--- src/rtl/jtgng_prom_bank.sv ---
// Banked PROM loaded through a flat download port, one registered read port per bank.
// Define JTGNG_PROM_CRC_EN to build the CRC-16/CCITT checksum of the downloaded bytes.
module jtgng_prom_bank #(
   parameter int unsigned DW     = 4,
   parameter int unsigned AW     = 8,
   parameter int unsigned BANKS  = 2,
   parameter int unsigned CEN_RD = 0
) (
   input  logic                clk,
   input  logic                rst_n,
   input  logic                cen,
   input  logic                downloading,
   input  logic                prog_we,
   input  logic [AW+1:0]       prog_addr,
   input  logic [7:0]          prog_data,
   input  logic [BANKS*AW-1:0] rd_addr,
   output logic [BANKS*DW-1:0] q,
   output logic                prog_done,
   output logic                prog_err,
   output logic [AW+2:0]       prog_cnt,
   output logic [15:0]         prog_crc
);

   localparam int unsigned CntW = AW + 3;

   typedef enum logic [1:0] {StIdle, StLoad, StDone} state_e;

   state_e          state_q;
   logic [1:0]      wr_bank;
   logic [AW-1:0]   wr_idx;
   logic            entering;
   logic            accept;
   logic            bank_ok;
   logic            rd_en;
   logic [CntW-1:0] cnt_base;
   logic [CntW-1:0] cnt_next;
   logic            err_next;

   logic            pend_valid;
   logic [1:0]      pend_bank;
   logic [AW-1:0]   pend_idx;
   logic [DW-1:0]   pend_data;

   assign wr_bank  = prog_addr[AW+1:AW];
   assign wr_idx   = prog_addr[AW-1:0];
   assign entering = (state_q != StLoad) && downloading;
   // The IDLE/DONE->LOAD transition cycle already accepts a write.
   assign accept   = prog_we && ((state_q == StLoad) || downloading);
   assign bank_ok  = {1'b0, wr_bank} < 3'(BANKS);
   assign rd_en    = (CEN_RD == 0) || cen;

   always_comb begin
      cnt_base = entering ? '0 : prog_cnt;
      cnt_next = cnt_base;
      if (accept && (cnt_base != '1)) cnt_next = cnt_base + CntW'(1);
      err_next = (entering ? 1'b0 : prog_err) | (accept & ~bank_ok);
   end

   always_ff @(posedge clk or negedge rst_n) begin
      if (!rst_n) begin
         state_q    <= StIdle;
         prog_done  <= 1'b0;
         prog_err   <= 1'b0;
         prog_cnt   <= '0;
         pend_valid <= 1'b0;
         pend_bank  <= '0;
         pend_idx   <= '0;
         pend_data  <= '0;
      end else begin
         unique case (state_q)
            StIdle:  if (downloading)  state_q <= StLoad;
            StLoad:  if (!downloading) state_q <= StDone;
            StDone:  if (downloading)  state_q <= StLoad;
            default: state_q <= StIdle;
         endcase
         // Rises one edge after entering DONE, i.e. after the last pending commit.
         prog_done  <= (state_q == StDone) && !downloading;
         prog_cnt   <= cnt_next;
         prog_err   <= err_next;
         pend_valid <= accept && bank_ok;
         if (accept) begin
            pend_bank <= wr_bank;
            pend_idx  <= wr_idx;
            pend_data <= prog_data[DW-1:0];
         end
      end
   end

   for (genvar b = 0; b < BANKS; b++) begin : g_bank
      logic [DW-1:0] mem [2**AW];
      logic [DW-1:0] q_q;
      logic [AW-1:0] raddr;

      assign raddr = rd_addr[b*AW +: AW];

      // Contents are not reset so they survive rst_n.
      always_ff @(posedge clk) begin
         if (pend_valid && (pend_bank == 2'(b))) mem[pend_idx] <= pend_data;
      end

      always_ff @(posedge clk or negedge rst_n) begin
         if (!rst_n)     q_q <= '0;
         else if (rd_en) q_q <= mem[raddr];
      end

      assign q[b*DW +: DW] = q_q;
   end

`ifdef JTGNG_PROM_CRC_EN
   logic [15:0] crc_q;
   logic [15:0] crc_base;

   function automatic logic [15:0] crc_byte(input logic [15:0] c, input logic [7:0] d);
      logic [15:0] r;
      r = c ^ {d, 8'h00};
      for (int i = 0; i < 8; i++) r = r[15] ? ((r << 1) ^ 16'h1021) : (r << 1);
      return r;
   endfunction

   assign crc_base = entering ? 16'hFFFF : crc_q;

   always_ff @(posedge clk or negedge rst_n) begin
      if (!rst_n)      crc_q <= 16'hFFFF;
      else if (accept) crc_q <= crc_byte(crc_base, prog_data);
      else             crc_q <= crc_base;
   end

   assign prog_crc = crc_q;
`else
   assign prog_crc = 16'h0000;
`endif

   logic unused_data;
   assign unused_data = ^prog_data;

endmodule

--- config.mk ---
export PLATFORM = sky130hd
export DESIGN_NAME = jtgng_prom_bank
export DESIGN_NICKNAME = d
export VERILOG_FILES = /design/src/rtl/jtgng_prom_bank.sv
export SDC_FILE = /design/constraint.sdc
export NUM_CORES = 2
export LEC_CHECK = 0
export CAP_MARGIN = 20
export CORE_MARGIN = 2
export CORE_UTILIZATION = 35
export DETAILED_ROUTE_END_ITERATION = 10
export DONT_BUFFER_PORTS = 1
export GPL_TIMING_DRIVEN = 0
export HOLD_SLACK_MARGIN = 0.06
export PLACE_DENSITY = 0.55
export SKIP_LAST_GASP = 1
export SLEW_MARGIN = 30
export SYNTH_ARGS = -nofsm -noshare
export SYNTH_HDL_FRONTEND = slang
export SYNTH_SLANG_ARGS = --single-unit
--- constraint.sdc ---
create_clock -name clk -period 17.7 [get_ports clk]
set_input_delay 3.54 -clock clk [delete_from_list [all_inputs] [get_ports clk]]
set_output_delay 3.54 -clock clk [all_outputs]
set_load 0.01 [all_outputs]
==> flow_metrics.py <==
metrics = {
    "power_and_ir_drop": {
        "p_leak_nw": 29.3,
        "cellPowerDensity_mw_per_mm2": 115,
        "max-vdd-ir-drop_v": 0.0000839,
    },
    "yosys": {
        "seq_area_frac_synth": 0.757,
        "synth_edf_count": 2048,
        "synth_area_mm2": 0.0825,
        "ys.flop_type": "edfxtp_1",
        "syn_inst": 4336,
        "ys_types": 61,
        "synth.avg_cell_area_um2": 19.0,
        "async_reset_ff_frac": 0.0182,
        "yosysWarnings": 0,
        "ys_ff_latch": 2086,
    },
    "die": {
        "coreArea_mm2": 0.235,
        "die_w_um": 490,
        "die_h_um": 490,
        "rows": 178,
        "die-area_mm2": 0.240,
        "ioPinCount": 76,
        "start_util": 0.352,
    },
    "cts": {
        "cts-root-buf": "clkbuf_16",
        "numCtsBuffers": 208,
        "path_clk_slew_ns": 0.06,
        "hold_buffers": 0,
        "clkLatencyLatePin_ns": 0.86,
        "clock-sinks": 2086,
        "cts.path.max_buffers": 3,
        "cts-resized-gates": 0,
        "tritoncts": "built",
        "post-cts-setup-buffer-count": 0,
        "h-tree-depth": 4,
    },
    "place": {
        "io_buffers": 0,
        "gp_congestion": 0.879,
        "hpwl_um": 167000,
        "placed_cells": 7545,
    },
    "timing": {
        "fin_crit_ns": 6.79,
        "max_slew.worst_pin.slew_ns": 1.10,
        "fin_crit_sh": 0.384,
        "hold_viol_final": 0,
        "slew_headroom": 0.269,
        "rsz0062_at_grt": "false",
        "max_freq_ghz": 0.147,
        "slew_violations": 0,
        "setup_viol": 0,
        "setup_tns_ns": 0,
        "fin_skew_ns": 0.0328,
    },
    "global_route": {
        "antenna_found_initial": 15,
        "grt_max_degree": 74,
        "grt_pass1_wl_um": 346000,
        "track_usage": 0.206,
        "grt_pass1_vias": 44568,
        "gr-total-overflow": 0,
    },
    "worst_setup_path": {
        "crit_slowest_cell": "buf_2",
        "crit_family": "buffers and inverters",
        "critical_path.most_common_cell": "buf_2",
        "r2r_start": "pend_idx[1]",
        "worst-path-buf-inv": 4,
        "crit_fanout": 10,
        "r2r_end": "g_bank[0].mem[206][0]",
        "crit_type": "primary input to register",
        "worstSetupStartpointType": "primary input",
        "max_stage_delay_ns": 0.68,
        "ff2ff_path_depth": 6,
        "worstPathRequired_ns": 18.38,
        "crit_chain": "buf_2 > buf_2 > buf_1 > buf_2 > mux4_2 > a22o_1 > o21ai_1 > nand3_1 > o2bb2ai_1 > o221ai_1",
        "r2r_setup_slack_ns": 14.02,
        "arrival_ns": 7.47,
        "critPathCaptureType": "register",
    },
    "final_layout": {
        "drive_above_1_share": 0.204,
        "layout.cells.non_filler": 7937,
        "nets": 4645,
        "areaGrowthSynthToFinish_pct": 14.3,
    },
    "routing": {
        "drt-total-wl_um": 249000,
        "wl_per_cell_um": 31.3,
        "drcViolationCount": 0,
        "ant_nets": 0,
        "dr.pass1.iters": 6,
        "drt-vias-per-instance": 5.58,
        "drt_iter0_drc": 5920,
        "vias": 44302,
    },
    "hold_path": {
        "worstHoldStart": "state_q[1]",
        "worstHoldPathType": "register to register",
        "min_path_cells": 1,
        "whs_endpoint": "state_q[0]",
    },
    "flow_run": {
        "maxCapViolations": 0,
    },
    "run_status": {
        "outcome": "finished clean",
    },
}
==> metrics by stage <==
| step | instance area [um^2] | total power [mW] | hold slack (ns) | worst slack, ns | util |
|---|---|---|---|---|---|
| 2_1_floorplan | 82600 | 6.25 | 0.458 | 10.24 | - |
| 3_3_place_gp | 86500 | 6.73 | 0.482 | 3.06 | 0.369 |
| 3_5_place_dp | 87600 | 6.58 | 0.491 | 10.02 | 0.373 |
| 4_1_cts | 94300 | 10.9 | 0.494 | 10.92 | 0.402 |
| 5_1_grt | 94400 | 11.2 | 0.511 | 10.97 | 0.402 |
| 6_report | 94400 | 10.9 | 0.489 | 10.91 | 0.402 |
==> registers in the layout, summed over array words and instances, names as in the netlist <==
register and flops:
g_bank.mem 2048, prog_cnt 11, g_bank.q_q 8, pend_idx 8, pend_data 4, pend_bank 2, state_q 2, pend_valid 1
prog_done 1, prog_err 1
==> layout make-up <==
cell class	instances	area, um^2
repair buffers	44	998
fillers	21030	140000
inverters	9	33.8
clock buffers	265	5550
well taps	3150	3940
multi-input cells	1960	18600
clock inverters	121	1150
flip-flops and latches	2086	62500
diodes	6	15.0
plain buffers	296	1570
==> worst max-delay path by stage <==
stage,start,end,slack (ns),cells after the start
after detailed placement,rd_addr[1],g_bank[0].q_q[3],10.02,10
after CTS,rd_addr[1],g_bank[0].q_q[3],10.92,10
after global placement,pend_data[0],g_bank[1].mem[134][0],3.06,0
after floorplan,pend_data[0],g_bank[0].mem[0][0],10.24,0
final,rd_addr[1],g_bank[0].q_q[3],10.91,10
after global routing,rd_addr[1],g_bank[0].q_q[3],10.97,10
==> placed cells by master (no fill, tap or decap), types with 7 or more instances in the layout <==
| master | n |
|---|---|
| a221oi_1 | 8 |
| buf_6 | 23 |
| nor2b_1 | 20 |
| nand2_1 | 129 |
| clkinv_2 | 44 |
| clkbuf_16 | 210 |
| clkbuf_2 | 50 |
| a31oi_1 | 8 |
| clkbuf_1 | 160 |
| nand3_1 | 45 |
| and2_1 | 10 |
| a22oi_1 | 36 |
| a211oi_1 | 23 |
| o21ai_0 | 25 |
| buf_4 | 46 |
| conb_1 | 16 |
| o221ai_1 | 84 |
| edfxtp_1 | 2048 |
| nor2_1 | 565 |
| mux4_2 | 424 |
| clkbuf_8 | 9 |
| nor3_1 | 34 |
| buf_12 | 18 |
| a22o_1 | 13 |
| clkinv_1 | 44 |
| nand4_1 | 16 |
| nand2b_1 | 13 |
| dfrtp_1 | 34 |
| o22ai_1 | 62 |
| bufinv_16 | 19 |
| a21oi_1 | 75 |
| buf_16 | 21 |
| inv_1 | 7 |
| o21ai_1 | 9 |
| mux2i_1 | 236 |
| buf_1 | 9 |
| mux2_2 | 19 |
| buf_2 | 57 |
==> Yosys cell counts, drive strengths merged, types with 13 or more instances <==
cell,count,area (um^2)
mux2,19,214
clkbuf,164,616
nand2,129,484
nand2b,13,81.3
o21ai,34,170
o22ai,62,388
mux4,424,9550
nand4,16,100
a22o,13,114
a211oi,23,173
nor3,34,170
edfxtp,2048,61500
mux2i,236,2360
nor2,569,2140
a21oi,75,375
nand3,50,250
a22oi,36,270
dfrtp,38,951
nor2b,20,125
buf,132,882
o221ai,84,736
==> power by group <==
group,internal [mW],switching [mW]
registers,5.60,0.0402
clock network,2.49,1.90
logic,0.237,0.605
total,8.33,2.55
==> layer usage <==
metal	GRT usage	part of all wire	vias up
li1	-	-	18143
met5	0	0.00021	-
met1	0.274	0.40	23606
met3	0.0391	0.080	432
met4	0.0742	0.037	8
met2	0.338	0.48	2113
==> cells by family (layout without fill, tap and decap cells) <==
family,after synthesis,in the layout,synth area share
AND/OR/NAND/NOR,862,862,0.0430
flip-flops,2086,2086,0.757
adder cells (fa/ha/maj),1,1,0.000152
buffers and inverters,305,735,0.0186
multiplexers,679,679,0.147
other,1,22,0.0000454
XOR/XNOR,9,9,0.000955
AO/OA/AOI/OAI,393,393,0.0336
Power figures use the tool's default switching activity.
